File: config.mk
export PLATFORM = sky130hd
export DESIGN_NAME = uart_rx_byte
export DESIGN_NICKNAME = d
export VERILOG_FILES = /design/src/rtl/uart_rx_byte.sv
export SDC_FILE = /design/constraint.sdc
export NUM_CORES = 1
export LEC_CHECK = 0
export ABC_AREA = 1
export CAP_MARGIN = 20
export CORE_MARGIN = 4
export CORE_UTILIZATION = 25
export CTS_CLUSTER_SIZE = 25
export DETAILED_ROUTE_END_ITERATION = 10
export DONT_BUFFER_PORTS = 1
export GPL_ROUTABILITY_DRIVEN = 0
export PLACE_DENSITY_LB_ADDON = 0.12
export REMOVE_ABC_BUFFERS = 1
export SLEW_MARGIN = 30
export SYNTH_ARGS = -nofsm -noshare
export SYNTH_HDL_FRONTEND = slang
export SYNTH_SLANG_ARGS = --single-unit
File: constraint.sdc
create_clock -name clk_100 -period 2.6 [get_ports clk_100]
set_input_delay 0.65 -clock clk_100 [delete_from_list [all_inputs] [get_ports clk_100]]
set_output_delay 0.65 -clock clk_100 [all_outputs]
set_load 0.02 [all_outputs]
File: src/rtl/uart_rx_byte.sv
// uart_rx_byte: 8N1 UART receiver with a valid/ready output register.
// Optional feature macro: UART_RX_PARITY_EN adds one even-parity bit
// between the data bits and the stop bit (frame becomes 11 bits).
module uart_rx_byte #(
    parameter int CLKS_PER_BIT = 868
) (
    input  logic        clk_100,
    input  logic        rst,
    input  logic        rx,
    output logic [7:0]  data_out,
    output logic        valid,
    input  logic        ready,
    output logic        frame_err,
    output logic        overrun,
    output logic        led_rx,
    output logic [15:0] byte_count
);

    localparam logic [15:0] BIT_LAST  = 16'(CLKS_PER_BIT - 1);
    localparam logic [15:0] HALF_LAST = 16'(CLKS_PER_BIT / 2 - 1);

    typedef enum logic [2:0] {
        IDLE,
        START,
        DATA,
`ifdef UART_RX_PARITY_EN
        PARITY,
`endif
        STOP,
        WAIT_IDLE
    } state_t;

    state_t      state, state_nxt;
    logic        rx_meta, rx_sync;
    logic [15:0] cnt;
    logic [2:0]  bit_idx;
    logic [7:0]  shreg;
    logic        bit_done, half_done;
    logic        stop_sample, good_frame, bad_frame;
`ifdef UART_RX_PARITY_EN
    logic        par_err;
`endif

    assign bit_done  = (cnt == BIT_LAST);
    assign half_done = (cnt == HALF_LAST);

    // Two-flop synchronizer; idles high so reset does not look like a start bit
    always_ff @(posedge clk_100 or posedge rst) begin
        if (rst) begin
            rx_meta <= 1'b1;
            rx_sync <= 1'b1;
        end else begin
            rx_meta <= rx;
            rx_sync <= rx_meta;
        end
    end

    // State register
    always_ff @(posedge clk_100 or posedge rst) begin
        if (rst) state <= IDLE;
        else     state <= state_nxt;
    end

    // Next-state logic; every decision uses the synchronized line
    always_comb begin
        state_nxt = state;
        case (state)
            IDLE:      if (!rx_sync) state_nxt = START;
            START:     if (half_done) state_nxt = rx_sync ? IDLE : DATA;
`ifdef UART_RX_PARITY_EN
            DATA:      if (bit_done && bit_idx == 3'd7) state_nxt = PARITY;
            PARITY:    if (bit_done) state_nxt = STOP;
`else
            DATA:      if (bit_done && bit_idx == 3'd7) state_nxt = STOP;
`endif
            STOP:      if (bit_done) state_nxt = rx_sync ? IDLE : WAIT_IDLE;
            WAIT_IDLE: if (rx_sync) state_nxt = IDLE;
            default:   state_nxt = IDLE;
        endcase
    end

    // Output decode: busy indicator and stop-bit verdict
    always_comb begin
        led_rx      = (state != IDLE);
        stop_sample = (state == STOP) && bit_done;
`ifdef UART_RX_PARITY_EN
        good_frame  = stop_sample && rx_sync && !par_err;
`else
        good_frame  = stop_sample && rx_sync;
`endif
        bad_frame   = stop_sample && !good_frame;
    end

    // Bit-period counter: cleared on every state change and after each data
    // sample; free of any edge resynchronization
    always_ff @(posedge clk_100 or posedge rst) begin
        if (rst)                                   cnt <= '0;
        else if (state_nxt != state)               cnt <= '0;
        else if (state == DATA && bit_done)        cnt <= '0;
        else if (state == IDLE || state == WAIT_IDLE) cnt <= '0;
        else                                       cnt <= cnt + 16'd1;
    end

    // Data shift register, LSB first, plus parity check
    always_ff @(posedge clk_100 or posedge rst) begin
        if (rst) begin
            shreg   <= '0;
            bit_idx <= '0;
`ifdef UART_RX_PARITY_EN
            par_err <= 1'b0;
`endif
        end else begin
            if (state == DATA) begin
                if (bit_done) begin
                    shreg   <= {rx_sync, shreg[7:1]};
                    bit_idx <= bit_idx + 3'd1;
                end
            end else begin
                bit_idx <= '0;
            end
`ifdef UART_RX_PARITY_EN
            // Even parity: the parity bit must equal the XOR of the data bits
            if (state == PARITY && bit_done) par_err <= (rx_sync != ^shreg);
`endif
        end
    end

    // Output register with valid/ready handshake, error and overrun pulses
    always_ff @(posedge clk_100 or posedge rst) begin
        if (rst) begin
            data_out   <= '0;
            valid      <= 1'b0;
            frame_err  <= 1'b0;
            overrun    <= 1'b0;
            byte_count <= '0;
        end else begin
            frame_err <= bad_frame;
            overrun   <= good_frame && valid && !ready;
            if (good_frame && (!valid || ready)) begin
                data_out   <= shreg;
                valid      <= 1'b1;
                byte_count <= byte_count + 16'd1;
            end else if (valid && ready) begin
                valid <= 1'b0;
            end
        end
    end

endmodule

Word level (Yosys, flattened, before mapping)
Index checks and enable logic that the tools add are counted.
Widths: inputs -> output; s select.
{"block": "totals", "reg_bits": 59, "in_bits": 4, "word_cells": 56}
{"block": "classes", "n_reduce_logical": 18, "n_mux": 15, "addsub": 3, "n_eq_ne": 9}
{"cell": "$mux 16", "n": 3}
{"cell": "$add 16x1->16 const B", "n": 2}
{"cell": "$mux 3", "n": 8}
{"cell": "$eq 16x10->1 const B", "n": 1}
{"cell": "$eq 16x9->1 const B", "n": 1}
{"cell": "$pmux 3 s5", "n": 1}
{"cell": "$logic_and 1x1->1", "n": 9}
{"cell": "$eq 3x2->1 const B", "n": 2}
{"cell": "$eq 3x3->1 const B", "n": 2}
{"cell": "$add 3x1->3 const B", "n": 1}
{"cell": "$eq 3x1->1 const B", "n": 1}
{"cell": "$logic_not 1->1", "n": 3}
{"cell": "$logic_not 3->1", "n": 1}
{"cell": "$ne 3x3->1", "n": 1}
{"cell": "$reduce_bool 3->1", "n": 1}
{"cell": "$logic_or 1x1->1", "n": 2}
{"cell": "$mux 1", "n": 2}
{"cell": "$mux 2", "n": 1}
{"cell": "$ne 2x2->1 const B", "n": 1}
{"cell": "$reduce_and 2->1", "n": 1}
{"cell": "$reduce_bool 2->1", "n": 1}

Logic depth before layout (Yosys ltp)
{"block": "logic_depth", "word_depth": 6, "mapped_depth": 13}

Least setup slack after synthesis
Ideal clock, no wire load.
{"block": "synth_path", "path_type": "input -> register", "start": "in ready", "end": "reg data_out[1]", "t_arrival_ns": 1.627, "setup_ns": 0.131, "setup_slack_ns": 0.842, "cell_stages": 5, "cell_sequence": "nor2_1 clkinv_1 nand4_2 clkbuf_1 o21ai_0"}
{"block": "synth_between", "elab_chain_len": 2}
{"item": "start: declaration", "line_no": "12", "source": "input logic ready,"}
{"item": "$logic_or 1x1->1", "line_no": "139", "source": "if (good_frame && (!valid || ready)) begin"}
{"item": "$logic_and 1x1->1", "line_no": "139"}
{"item": "end signal: assignment", "line_no": "140", "source": "data_out <= shreg;"}
{"item": "end: declaration", "line_no": "10", "source": "output logic [7:0] data_out,"}
No other way between the ends.
A chain may end at the register's enable or synchronous reset.

Final worst setup path
{"block": "layout_path", "start": "reg cnt[0]", "end": "reg cnt[15]"}
{"block": "layout_between", "elab_chain_len": 6, "word_cells_on_any_way": 13, "classes_between": "add/sub (1); eq/ne (3); mux (7); reduce/logical (2)"}
{"item": "start: declaration", "line_no": "35", "source": "logic [15:0] cnt;"}
{"item": "start signal: assignment", "line_no": "101", "source": "else cnt <= cnt + 16'd1;"}
{"item": "branches (longest 5 deep; another with $add 16x1->16)"}
{"item": "$mux 16 (*)", "line_no": "98", "source": "else if (state_nxt != state) cnt <= '0;"}
Mark *: on every way between the ends.

==> summary.md <==
| Metric | Value |
|---|---|
| Gr usage total | `0.107` |
| Detail Route Antenna Nets | `0` |
| Cts hold-fix bufs | `0` |
| Row cnt | `39` |
| Leak Pwr | `1.57 nW` |
| Max incr delay on CP | `0.39 ns` |
| Synth async-reset ratio | `1.00` |
| Final Max Tran Viols | `0` |
| Setup TNS | `0 ns` |
| WP buf/inv | `1` |
| IO Pins | `32` |
| XOR/XNOR share of the synthesized area | `0.0654` |
| Hpwl dp | `4.83 mm` |
| CTS root buffer | `clkbuf_16` |
| Largest net degree at the start of global routing | `37` |
| Min cycle time layout | `1.95 ns` |
| Maximum capacitance violations | `0` |
| Setup crit end kind | `flip-flop` |
| Area after DPL | `3120 µm²` |
| WP data arrival | `2.16 ns` |
| Flops & latches, synth | `59` |
| Period utilization | `0.751` |
| FILL cells | `1196` |
| Antenna violations before repair | `0` |
| Placed cells | `491` |
| Commonest non-fill, non-tap cells in the layout | `87 x nand2_1, 57 x dfrtp_1, 43 x nor2_1, 31 x inv_1, 22 x o21ai_0` |
| Hold Vio Cnt, Final | `0` |
| Worst slew pin tran | `0.654 ns` |
| WHS | `0.244 ns` |
| Min-Delay Path Class | `in -> async` |
| Initial Util | `0.257` |
| Post-Syn Area | `2950 µm²` |
| Die Height | `117 µm` |
| Final setup vio count | `0` |
| CP max FO | `18` |
| Dominant synthesized flop cell | `dfrtp_1` |
| Setup bufs post-CTS | `0` |
| Distinct cell type count after synthesis | `31` |
| Fmax | `0.512 GHz` |
| CP delay by family, top | `simple AND/OR/NAND/NOR gates` |
| Final WL | `6.56 mm` |
| Worst slew margin | `0.560` |
| Die X | `117 µm` |
| Critical path's slowest cell | `dfrtp_1` |
| CTS clk-pin slew, worst paths | `0.05 ns` |
| Register area share after synthesis | `0.502` |
| Tot Pwr | `2.30 mW` |
| DR vias/cell | `4.34` |
| Synth warn | `0` |
| H-tree levels | `3` |
| PortBufs | `0` |
| # resized after CTS | `0` |
| Commonest non-fill, non-tap cell in the layout | `nand2_1` |
| Core area | `11500 µm²` |
| Storage cell area | `1480 µm²` |
| Global route overflow | `0` |
| Maximum VDD drop | `0.242 mV` |
| Area growth, synth to finish | `17.5%` |
| CTS tree | `yes` |
| Via Count | `2200` |
| Final Worst Setup Slack | `0.647 ns` |
| # DRC | `0` |
| Clock skew | `0.00642 ns` |
| Unrepaired setup endpoints after global routing | `no` |
| WS Path Type | `reg -> reg` |
| CP required | `2.80 ns` |
| Post-Place Worst Slack | `0.578 ns` |
| Vias in the first global route | `2214` |
| Drt wl/cell | `12.9 µm` |
| Outcome | `finished, final reports clean` |
| EDFF count, synth | `0` |
| Post-route cell area | `3460 µm²` |
| Pwr/cell area | `663 nW/µm²` |
| Synth Area in Simple Gates | `0.296` |
| Fin util | `0.302` |
| Mux cell area share after synthesis | `0` |
| Synth Area per Inst | `8.42 µm²` |
| Final #Nets | `368` |
| CP cell instances | `ha_1 > nand2_1 > nor2_1 > and2_4 > nand2_4 > nand2_1 > inv_2 > nand2_1 > nor2_2 > nand2_4 > nor2_1` |
| Clk_lat worst skew | `0.33 ns` |
| Main combinational cell family by area after synthesis | `simple AND/OR/NAND/NOR gates` |
| Adder-cell share of the synthesized area | `0.0212` |
| Layout cells sized above 1 | `0.129` |
| Synth Instances | `350` |
| Number of CTS-inserted buffers | `9` |
| Synth Area in Compound Gates | `0.0581` |
| Drt initial violations | `109` |
| Diode count | `0` |
| Global-route wire length before repair | `11.1 mm` |
| Finished Layout Cells | `507` |
| Pre-Repair DR Iteration Count | `4` |
| Critical path startpoint category | `flip-flop` |
| CP most frequent cell | `nand2_1` |
| Multi-input logic area | `1300 µm²` |
| CTS Buffer Depth | `2` |
| Die area | `13600 µm²` |
| CTS Sinks | `59` |
==> path summary, 6_finish.rpt <==
kind / startpoint / to / slack, ns / depth (start not counted)
setup / recovery: cnt[0] / cnt[15] / 0.65 / 11
hold / removal: rst / data_out[3] / 0.24 / 1
setup reg to reg: cnt[0] / cnt[15] / 0.65 / 11
hold reg to reg: rx_meta / rx_sync / 0.36 / 0
max in group asynchronous: rst / cnt[15] / 1.77 / 2
min in group clk_100: rx / rx_meta / 0.31 / 0
==> sequential cells by signal, summed over array words and instances, names as in the netlist <==
signal and count:
byte_count 16, cnt 16, data_out 8, shreg 8, bit_idx 3, state 3
frame_err 1, overrun 1, rx_meta 1, rx_sync 1, valid 1
==> layout make-up <==
class	instances	share of cell area
flip-flops and latches	59	0.427
multi-input cells	249	0.375
clock buffers	13	0.0780
well taps	143	0.0517
inverters	39	0.0423
clock inverters	3	0.0199
repair buffers	1	0.00578
==> per-layer routing <==
| metal | wire, µm | part of all wire | up-vias | global-route usage |
|---|---|---|---|---|
| met5 | 0 | 0 | - | 0 |
| met4 | 188 | 0.029 | 0 | 0.0688 |
| met3 | 375 | 0.057 | 13 | 0.0347 |
| met2 | 2850 | 0.43 | 38 | 0.152 |
| met1 | 3150 | 0.48 | 1014 | 0.140 |
| li1 | - | - | 1135 | - |
==> synthesized netlist by cell type (3+ instances only) <==
cell type / number / area share
dfrtp_1: 57 / 0.48
o21bai_1: 3 / 0.0076
inv_1: 32 / 0.041
o21ai_0: 22 / 0.037
nor2_1: 43 / 0.055
nor3_1: 7 / 0.012
nand2_1: 87 / 0.11
nor2_2: 13 / 0.028
ha_1: 5 / 0.021
xnor2_1: 8 / 0.024
inv_2: 6 / 0.0076
xor2_1: 14 / 0.042
nand3_1: 20 / 0.034
nand4_1: 10 / 0.021
==> kinds of logic (layout without fill, tap and decap cells) <==
family / after synthesis / count (layout)
buf+inv: 42 / 56
flops: 59 / 59
fa+ha+maj: 5 / 5
compound gates: 31 / 31
simple gates: 191 / 191
xor+xnor: 22 / 22
==> power by group <==
group | switching [mW] | leakage [nW] | internal [mW]
clock network | 0.416 | 0.166 | 0.919
logic | 0.0224 | 0.621 | 0.00549
registers | 0.00864 | 0.785 | 0.925
(Power assumes the default switching activity.)
